File: config.mk
export PLATFORM = sky130hd
export DESIGN_NAME = pulso_medidor
export DESIGN_NICKNAME = d
export VERILOG_FILES = /design/src/rtl/pulso_medidor.sv
export SDC_FILE = /design/constraint.sdc
export NUM_CORES = 1
export LEC_CHECK = 0
export BUFFER_PORTS_ARGS = -buffer_cell sky130_fd_sc_hd__buf_4
export CAP_MARGIN = 15
export CORE_MARGIN = 10
export CORE_UTILIZATION = 43
export CTS_BUF_LIST = sky130_fd_sc_hd__clkbuf_4
export CTS_CLUSTER_DIAMETER = 50
export CTS_CLUSTER_SIZE = 8
export DETAILED_ROUTE_END_ITERATION = 6
export PLACE_DENSITY = 0.66
export SETUP_SLACK_MARGIN = 0.3
export SYNTH_ARGS = -nofsm -noshare
export SYNTH_HDL_FRONTEND = slang
export SYNTH_SLANG_ARGS = --single-unit
File: constraint.sdc
create_clock -name Clk -period 4.1 [get_ports Clk]
set_input_delay 0.205 -clock Clk [delete_from_list [all_inputs] [get_ports Clk]]
set_output_delay 0.205 -clock Clk [all_outputs]
set_load 0.01 [all_outputs]
File: src/rtl/pulso_medidor.sv
// pulso_medidor: measures the high time, in Clk cycles, of pulses on an
// asynchronous line and reports each result through a valid/ack handshake.
module pulso_medidor #(
  parameter int unsigned W           = 18,
  parameter int unsigned MIN_LEN     = 4,
  parameter int unsigned SYNC_STAGES = 2
) (
  input  logic         Clk,
  input  logic         Rst,
  input  logic         Pulse_in,
  input  logic         Ack,
  output logic [W-1:0] Width,
  output logic         Valid,
  output logic         Short,
  output logic         Ovf,
  output logic         Busy
);

  localparam logic [W-1:0] CNT_MAX = '1;
  localparam logic [W-1:0] MIN_W   = W'(MIN_LEN);

  typedef enum logic [1:0] {
    IDLE    = 2'd0,
    MEASURE = 2'd1,
    HOLD    = 2'd2
  } state_t;

  state_t                 state, state_nxt;
  logic [SYNC_STAGES-1:0] sync_q;
  logic                   ps, ps_d, rise_c;
  logic [W-1:0]           cnt, cnt_nxt;
  logic [W-1:0]           width_nxt;
  logic                   valid_nxt, short_nxt, ovf_nxt, busy_nxt;

  assign ps     = sync_q[SYNC_STAGES-1];
  assign rise_c = ps & ~ps_d;

  // Synchronize the asynchronous line and keep a one-cycle delayed copy for edge detection
  always_ff @(posedge Clk or posedge Rst) begin
    if (Rst) begin
      sync_q <= '0;
      ps_d   <= 1'b0;
    end else begin
      sync_q <= {sync_q[SYNC_STAGES-2:0], Pulse_in};
      ps_d   <= ps;
    end
  end

  // State, counter and registered result outputs
  always_ff @(posedge Clk or posedge Rst) begin
    if (Rst) begin
      state <= IDLE;
      cnt   <= '0;
      Width <= '0;
      Valid <= 1'b0;
      Short <= 1'b0;
      Ovf   <= 1'b0;
      Busy  <= 1'b0;
    end else begin
      state <= state_nxt;
      cnt   <= cnt_nxt;
      Width <= width_nxt;
      Valid <= valid_nxt;
      Short <= short_nxt;
      Ovf   <= ovf_nxt;
      Busy  <= busy_nxt;
    end
  end

  // Next-state logic: arm on a fresh rise, count while high, publish on fall, wait for Ack
  always_comb begin
    state_nxt = state;
    cnt_nxt   = cnt;
    width_nxt = Width;
    valid_nxt = Valid;
    short_nxt = Short;
    ovf_nxt   = Ovf;
    unique case (state)
      IDLE: begin
        if (rise_c) begin
          cnt_nxt   = W'(1);
          state_nxt = MEASURE;
        end
      end
      MEASURE: begin
        if (ps) begin
          // Saturate rather than wrap so long pulses stay recognisable
          cnt_nxt = (cnt == CNT_MAX) ? cnt : cnt + W'(1);
        end else begin
          width_nxt = cnt;
          short_nxt = (cnt < MIN_W);
          ovf_nxt   = (cnt == CNT_MAX);
          valid_nxt = 1'b1;
          state_nxt = HOLD;
        end
      end
      HOLD: begin
        if (Ack) begin
          valid_nxt = 1'b0;
          state_nxt = IDLE;
        end
      end
      default: state_nxt = IDLE;
    endcase
    busy_nxt = (state_nxt == MEASURE);
  end

endmodule

==> results of run 1 <==
through the flow:
| step | total power, mW | instance area, µm² | std cells | utilization (%) | hold WS, ns |
|---|---|---|---|---|---|
| 6_report | 0.808 | 2470 | 330 | 48.7 | 0.0947 |
| 5_1_grt | 0.858 | 2470 | 330 | 48.7 | 0.0920 |
| 4_1_cts | 0.821 | 2470 | 330 | 48.7 | 0.0840 |
| 3_5_place_dp | 0.619 | 2400 | 321 | 47.3 | 0.318 |
| 3_3_place_gp | 0.617 | 2400 | 321 | 47.3 | 0.314 |
| 2_1_floorplan | 0.573 | 2250 | 240 | - | 0.236 |
report_power, final:
part / total [mW] / switching (mW) / internal [mW]
Clock: 0.200 / 0.131 / 0.0690
Sequential: 0.498 / 0.0280 / 0.470
Combinational: 0.110 / 0.0672 / 0.0431
Total: 0.808 / 0.226 / 0.582
final timing paths:
| kind | startpoint | end |
|---|---|---|
| min in group asynchronous | Rst | sync_q[0] |
| min reg2reg | sync_q[0] | sync_q[1] |
| max in group asynchronous | Rst | Width[9] |
| min | Ack | state[1] |
| max reg2reg | cnt[0] | cnt[12] |
| max | cnt[0] | cnt[12] |
layout make-up:
type / instances / area (µm²)
Sequential cell: 45 / 1130
Multi-Input combinational cell: 172 / 962
Clock buffer: 6 / 45.0
Clock inverter: 1 / 3.75
Fill cell: 514 / 2610
Timing Repair Buffer: 28 / 215
Inverter: 8 / 30.0
Tap cell: 70 / 87.6
critical path, stage by stage (launching register included):
cell and delay [ns]:
dfrtp_1 0.46, ha_1 0.31, nand4_4 0.15, a311oi_2 0.36, nand4_1 0.15, or3_1 0.31, o21ai_0 0.07
layout by cell type, fill, tap and decap left out, types with 3 or more instances in the layout:
| cell type | Yosys | routed |
|---|---|---|
| and4_1 | 3 | 3 |
| dfrtp_1 | 45 | 45 |
| o311ai_0 | 4 | 4 |
| a21oi_1 | 9 | 9 |
| nor2_1 | 8 | 8 |
| nand2_1 | 69 | 69 |
| buf_4 | 0 | 26 |
| nor3_1 | 6 | 6 |
| inv_1 | 8 | 7 |
| nand3_1 | 10 | 10 |
| o21ai_0 | 20 | 20 |
| nand4_1 | 7 | 7 |
| clkbuf_4 | 0 | 6 |
| nor4_1 | 6 | 6 |
routing by layer:
| metal | track usage, % | up-vias | wire [µm] |
|---|---|---|---|
| met5 | 0 | - | 0 |
| met2 | 17.8 | 67 | 2040 |
| met4 | 5.66 | 0 | 76 |
| met1 | 16.0 | 883 | 2310 |
| met3 | 3.63 | 8 | 356 |
| li1 | - | 891 | - |
kinds of logic (layout without fill, tap and decap cells):
logic type	count (synthesis)	in the layout
flops	45	45
fa+ha+maj	1	1
compound gates	48	48
simple gates	123	123
buf+inv	23	43
flip-flops by register name, indices dropped and copies added, names as in the netlist, 2 cells and up:
name	cells
cnt	18
sync_q	2
Width	18
state	2
repair_timing:
item	4_1_cts	5_1_grt
hold buffers	2	0
hold endpoints to repair	46	0
resized for setup	0	0
==> qor.yml, run 1 <==
outcome: "finished clean"
htree_levels: 2
fin_crit_sh_pct: 46.0
grt_first_pass_wirelength_mm: 8.57
die_h_um: 92.3
drv_cap: 0
r2r_slack_ns: 2.21
viasPerCell: 5.60
rows: 26
cts_buffers: 5
cts_buffer_depth: 2
wl_per_cell_um: 14.5
drc: 0
fin_crit_ns: 1.89
clkLatencyLatePin_ns: 0.36
fmax_ghz: 0.530
ys_seq_area_share_pct: 50.1
area_growth_pct: 9.91
path_clk_slew_ns: 0.12
worst_slack_ns: 2.21
syn_inst: 240
grt_usage_pct: 12.1
drive_gt1_share_pct: 16.5
ant_nets: 0
worstHoldPathType: "input pin to register"
post_cts_buffers: 0
place_worst_setup_slack_ns: 2.24
leakage_nw: 1.20
dpl.hpwl_mm: 3.35
grt_max_degree: 46
clock_skew_ns: 0.0121
tightest_slew_ns: 1.04
required_ns: 4.38
num_antenna_cells: 0
cp-end-kind: "register"
synth.distinct_cells: 44
yosys_register_bits: 45
setup_tns_ns: 0
synth_most_common_cell: "nand2_1"
synth-edff-count: 0
synth_compound_area_share_pct: 14.0
critPathMaxFanout: 7
ys_top_cells_by_count: "69 x nand2_1, 45 x dfrtp_1, 20 x o21ai_0"
muxShareOfSynthArea_pct: 0
grt.overflow.total: 0
rr_worst_depth: 6
setup_viol: 0
fp.dieArea_um2: 8520
layout.nets: 265
synth_fa_ha_area_share_pct: 0.557
wirelength_mm: 4.78
powerDensity_nw_per_um2: 327
hold_path_depth: 4
peakVddDrop_mv: 0.193
ys_top_cells_by_area: "dfrtp_1 50%, nand2_1 12%, o21ai_0 4.5%"
syn_nets: 245
synth_xor_area_share_pct: 0
dr.pass1.iters: 4
ios: 26
yosysTopAreaCellShare_pct: 50.1
numClockSinks: 45
cts-root-buf: "clkbuf_4"
vias: 1849
ys.flop_type: "dfrtp_1"
synthSimpleGateAreaFrac_pct: 28.3
synth_warnings: 0
avgSynthCellArea_um2: 9.36
grt_antenna_before_repair: 0
yosys.area.top_type: "dfrtp_1"
buffer_ports.inserted: 25
synth_top_family_by_area: "simple AND/OR/NAND/NOR gates"
place.gp.congestion: 0.903
slew_violations: 0
die_w_um: 92.3
syn-cell-area_um2: 2250
startpoint_type: "register"
synth-async-reset-ratio_pct: 100
core_um2: 5070
first_iter_violations: 131
cts_tree: "done"
final_hold_viol_count: 0
path_class: "register to register"
initial_core_util_pct: 44.3
rsz0062_at_grt: "false"
slew_headroom_pct: 30.4
cp.arrival_ns: 2.17
grt_pass1_vias: 1828
No activity file was read; power rests on OpenSTA's default activity.
==> run 2: changes to the inputs <==
- PLACE_DENSITY: 0.66 -> 0.68
- clock period: 4.1 -> 1.63 ns (I/O delays scaled with it)
==> qor.yml, run 2 (synthesis gave the netlist of run 1 again) <==
cp-end-kind: "register"  # unchanged
grt_antenna_before_repair: 0  # unchanged
cp.arrival_ns: 1.86  # was 2.17 ns
cts_tree: "done"  # unchanged
num_antenna_cells: 0  # unchanged
startpoint_type: "register"  # unchanged
required_ns: 1.87  # was 4.38 ns
ant_nets: 0  # unchanged
wl_per_cell_um: 16.1  # was 14.5 µm
peakVddDrop_mv: 0.633  # was 0.193 mV
critPathMaxFanout: 8  # was 7
worst_slack_ns: 0.00984  # was 2.21 ns
tightest_slew_ns: 0.353  # was 1.04 ns
slew_violations: 0  # unchanged
ios: 26  # unchanged
worstHoldPathType: "input pin to asynchronous set/reset pin"  # was input pin to register
crit_buf_inv: 2  # was 0
buffer_ports.inserted: 25  # unchanged
dr.pass1.iters: 5  # was 4
wirelength_mm: 6.46  # was 4.78 mm
path_cells: "nand4_1 > buf_4 > nor4_4 > buf_6 > o311ai_2 > o41ai_1"  # was ha_1 > nand4_4 > a311oi_2 > nand4_1 > or3_1 > o21ai_0
drc: 0  # unchanged
mostFrequentLayoutCell: "buf_4"  # was nand2_1
drv_cap: 0  # unchanged
crit_slowest_cell: "dfrtp_1"  # unchanged
first_iter_violations: 227  # was 131
setup_tns_ns: 0  # unchanged
fp.dieArea_um2: 8520  # unchanged
critPathLaunch: "cnt[17]"  # was cnt[0]
r2r-start: "cnt[17]"  # was cnt[0]
cts_buffer_depth: 2  # unchanged
area_growth_pct: 48.5  # was 9.91%
grt.overflow.total: 0  # unchanged
dpl_cell_area_um2: 2730  # was 2400 µm²
grt_pass1_vias: 2151  # was 1828
path_class: "register to register"  # unchanged
die_h_um: 92.3  # unchanged
fin_crit_ns: 1.62  # was 1.89 ns
nFillCells: 431  # was 514
numClockSinks: 45  # unchanged
fmax_ghz: 0.617  # was 0.530 GHz
leakage_nw: 1.65  # was 1.20 nW
path_clk_slew_ns: 0.14  # was 0.12 ns
htree_levels: 2  # unchanged
grt_max_degree: 46  # unchanged
clock_skew_ns: 0.0242  # was 0.0121 ns
clkLatencyLatePin_ns: 0.37  # was 0.36 ns
worst_path_largest_cell_delay_ns: 0.45  # was 0.46 ns
grt_first_pass_wirelength_mm: 10.3  # was 8.57 mm
fin_crit_sh_pct: 99.4  # was 46.0%
hold_ws_ns: 0.282  # was 0.0947 ns
core_um2: 5070  # unchanged
rsz0062_at_grt: "true"  # was false
layout_common_cells: "80 x buf_4, 60 x nand2_1, 38 x dfrtp_1"  # was 69 x nand2_1, 45 x dfrtp_1, 26 x buf_4
layout.nets: 335  # was 265
cts-root-buf: "clkbuf_4"  # unchanged
slew_headroom_pct: 76.2  # was 30.4%
power_mw: 2.57  # was 0.808 mW
drive_gt1_share_pct: 45.0  # was 16.5%
grt_usage_pct: 14.5  # was 12.1%
die_w_um: 92.3  # unchanged
fin_area_um2: 3340  # was 2470 µm²
outcome: "finished clean"  # unchanged
critical-path-top-delay-family: "flip-flops"  # was simple AND/OR/NAND/NOR gates
dpl.hpwl_mm: 4.13  # was 3.35 mm
initial_core_util_pct: 44.3  # unchanged
powerDensity_nw_per_um2: 770  # was 327 nW/µm²
setup_viol: 0  # unchanged
cts_buffers: 5  # unchanged
place_worst_setup_slack_ns: -0.0581  # was 2.24 ns
viasPerCell: 5.50  # was 5.60
place.gp.congestion: 0.968  # was 0.903
rows: 26  # unchanged
vias: 2204  # was 1849
top_regs: "Width (18), cnt (18)"  # unchanged
final_hold_viol_count: 0  # unchanged
## run 2: cell count changes in the layout (fill, tap and decap cells not counted), moves of 9 or more
cell / before / now
buf_4: 26 / 80
buf_6: 0 / 9
nand2_1: 69 / 60
o21ai_0: 20 / 6
o21ai_1: 0 / 11
## run 2: path summary, 6_finish.rpt
kind,endpoint,slack (ns),cells past startpoint
setup / recovery,cnt[5],0.01,6
hold / removal,cnt[7],0.28,4
setup reg to reg,cnt[5],0.01,6
hold reg to reg,sync_q[1],0.36,0
max in group asynchronous,cnt[16],1.09,4
min in group Clk,sync_q[1],0.36,0
## run 2: repair_timing
item,4_1_cts,5_1_grt
setup endpoints to repair,38,36
gates cloned,2,1
hold buffers,3,0
resized for setup,25,40
endpoints found under the hold margin,47,0
buffers inserted,15,15
pin swaps,9,20
## run 2: tightest hold or removal path: cells and delay by family
kind	cells	cell delay [ns]
buffers and inverters	4	0.96
## run 2: where the power goes
part	internal (mW)	switching (mW)	leakage [nW]	total [mW]
Clock	0.339	0.362	0.0456	0.701
Combinational	0.338	0.290	1.01	0.628
Sequential	1.18	0.0555	0.595	1.24
Total	1.86	0.708	1.65	2.57
## run 2: layout make-up
| class | instances | area (µm²) | area share, % |
|---|---|---|---|
| clock buffers | 6 | 45.0 | 1.35 |
| well taps | 70 | 87.6 | 2.62 |
| inverters | 8 | 30.0 | 0.900 |
| multi-input cells | 172 | 1130 | 33.9 |
| clock inverters | 2 | 35.0 | 1.05 |
| flip-flops and latches | 45 | 1130 | 34.0 |
| repair buffers | 98 | 872 | 26.1 |
## run 2: stage by stage
step | util, % | std cells
after global placement | 53.8 | 357
final | 65.8 | 401
after floorplan | - | 240
after CTS | 60.5 | 385
after global routing | 65.8 | 401
after detailed placement | 53.8 | 357
## run 2: metal layers
layer	up-vias	track usage, %	part of all wire [%]
li1	1032	-	-
met1	1081	18.0	44
met2	78	23.8	49
met3	13	3.39	5.3
met4	0	5.78	1.4
met5	-	0	0
==> run 3: changes to the inputs <==
- BUFFER_PORTS_ARGS: -buffer_cell sky130_fd_sc_hd__buf_4 -> -buffer_cell sky130_fd_sc_hd__clkbuf_2
==> qor.yml, run 3 (synthesis gave the netlist of run 1 again) <==
outcome: "finished, violations left"  # was finished clean
violations: "negative setup slack"
worst_slack_ns: -0.0140  # was 0.00984 ns
leakage_nw: 1.63  # was 1.65 nW
wl_per_cell_um: 17.3  # was 16.1 µm
crit_top_cell: "buf_4"
core_um2: 5070  # unchanged
power_frac_seq_pct: 49.4  # was 48.3%
clock_skew_ns: 0.0123  # was 0.0242 ns
setup_viol: 1  # was 0
first_iter_violations: 180  # was 227
path_clk_slew_ns: 0.14  # about the same
path_class: "register to register"  # unchanged
startpoint_type: "register"  # unchanged
slew_violations: 0  # unchanged
ios: 26  # unchanged
place.gp.congestion: 0.947  # was 0.968
worstHoldPathType: "input pin to asynchronous set/reset pin"  # unchanged
cts_buffers: 5  # unchanged
grt_pass1_vias: 2167  # was 2151
r2r-start: "cnt[10]"  # was cnt[17]
rsz0062_at_grt: "true"  # unchanged
die_h_um: 92.3  # unchanged
worst_path_largest_cell_delay_ns: 0.46  # was 0.45 ns
rr_worst_depth: 6  # unchanged
viasPerCell: 5.43  # was 5.50
fin_crit_ns: 1.64  # was 1.62 ns
crit_buf_inv: 2  # unchanged
fin_util_pct: 65.6  # was 65.8%
grt_max_degree: 28  # was 46
cts_buffer_depth: 2  # unchanged
num_antenna_cells: 0  # unchanged
peakVddDrop_mv: 0.668  # was 0.633 mV
grt.overflow.total: 0  # unchanged
r2r-end: "cnt[8]"  # was cnt[5]
powerDensity_nw_per_um2: 754  # was 770 nW/µm²
dp_cells: 362  # was 357
drc: 0  # unchanged
drive_gt1_share_pct: 47.1  # was 45.0%
ant_nets: 0  # unchanged
tightest_slew_ns: 0.436  # was 0.353 ns
clkLatencyLatePin_ns: 0.37  # about the same
fin_cells: 403  # was 401
cts-root-buf: "clkbuf_4"  # unchanged
grt_first_pass_wirelength_mm: 10.5  # was 10.3 mm
initial_core_util_pct: 44.3  # unchanged
area_growth_pct: 48.2  # was 48.5%
cp.arrival_ns: 1.93  # was 1.86 ns
htree_levels: 2  # unchanged
drv_cap: 0  # unchanged
fin_crit_sh_pct: 101  # was 99.4%
path_cells: "nand4_1 > buf_4 > o41ai_4 > buf_4 > nor4_2 > a21o_1"  # was nand4_1 > buf_4 > nor4_4 > buf_6 > o311ai_2 > o41ai_1
p_switching_mw: 0.719  # was 0.708 mW
die_w_um: 92.3  # unchanged
dpl.hpwl_mm: 4.22  # was 4.13 mm
layout.nets: 337  # was 335
p_sw_share_pct: 28.6  # was 27.6%
slew_headroom_pct: 70.9  # was 76.2%
p_comb_share_pct: 22.2  # was 24.5%
grt_usage_pct: 14.9  # was 14.5%
mostFrequentLayoutCell: "nand2_1"  # was buf_4
required_ns: 1.91  # was 1.87 ns
r2r_slack_ns: -0.01  # was 0.01 ns
vias: 2189  # was 2204
intPower_mw: 1.79  # was 1.86 mW
hold_ws_ns: 0.223  # was 0.282 ns
fmax_ghz: 0.608  # was 0.617 GHz
crit_slowest_cell: "dfrtp_1"  # unchanged
wirelength_mm: 6.97  # was 6.46 mm
cp-end-kind: "register"  # unchanged
numClockSinks: 45  # unchanged
final_hold_viol_count: 0  # unchanged
dr.pass1.iters: 4  # was 5
rows: 26  # unchanged
grt_antenna_before_repair: 0  # unchanged
top_regs: "Width (18), cnt (18)"  # unchanged
cts_tree: "done"  # unchanged
layout_common_cells: "66 x nand2_1, 57 x buf_4, 37 x dfrtp_1"  # was 80 x buf_4, 60 x nand2_1, 38 x dfrtp_1
buffer_ports.inserted: 25  # unchanged
critical-path-top-delay-family: "flip-flops"  # unchanged
p_clk_share_pct: 28.4  # was 27.3%
critPathMaxFanout: 4  # was 8
fp.dieArea_um2: 8520  # unchanged
run 3: cell count changes in the layout (fill, tap and decap cells not counted), moves of 3 or more:
| cell | delta |
|---|---|
| nand2_4 | -3 |
| nand2_1 | +6 |
| clkbuf_2 | +25 |
| buf_4 | -23 |
| nand2_2 | -3 |
| nor4_1 | -3 |
run 3: what timing repair did:
| item | 4_1_cts | 5_1_grt |
|---|---|---|
| buffers inserted | 19 | 10 |
| hold buffers | 3 | 0 |
| pin swaps | 15 | 18 |
| endpoints found under the setup margin | 39 | 38 |
| resized for setup | 33 | 46 |
| hold endpoints to repair | 21 | 0 |
| gates cloned | 0 | 1 |
run 3: final cells by class:
cell class / count / area, µm²
well taps: 70 / 87.6
flip-flops and latches: 45 / 1140
repair buffers: 100 / 787
inverters: 8 / 30.0
multi-input cells: 172 / 1210
fillers: 411 / 1740
clock inverters: 2 / 33.8
clock buffers: 6 / 45.0
run 3: routing by layer:
metal	routed length, µm	GRT usage (%)
met5	0	0
met4	186	6.81
met3	363	3.79
met2	3380	23.9
met1	3040	18.6
run 3: how the worst max path moves through the flow:
stage	startpoint	endpoint	slack [ns]	depth (start not counted)
3_3_place_gp	cnt[12]	cnt[0]	0.06	6
2_1_floorplan	cnt[15]	cnt[12]	0.10	6
4_1_cts	cnt[12]	cnt[12]	0.06	5
6_report	cnt[10]	cnt[8]	-0.01	6
3_5_place_dp	cnt[6]	cnt[0]	0.05	6
5_1_grt	cnt[11]	cnt[8]	-0.1	6
run 3: power groups by stage:
stage,Combinational (mW),Sequential (mW),Clock [mW]
after global placement,0.370,1.26,0
after detailed placement,0.386,1.26,0
after CTS,0.454,1.24,0.729
after floorplan,0.183,1.28,0
after global routing,0.605,1.25,0.762
final,0.557,1.24,0.713
run 3: worst register-to-register path: cells and delay by family (launching register included):
kind / cells / cell delay [ns]
buf+inv: 2 / 0.40
compound gates: 2 / 0.45
simple gates: 2 / 0.25
flops: 1 / 0.46
run 3: stage by stage:
stage               TNS (ns)  instance area [µm²]  worst slack [ns]  power, mW
floorplan                  0                 2290             0.100       1.47
global placement           0                 2680            0.0645       1.63
detailed placement         0                 2680            0.0527       1.65
CTS                        0                 3030            0.0638       2.42
global route          -0.506                 3330           -0.0970       2.62
finish               -0.0140                 3330           -0.0140       2.51
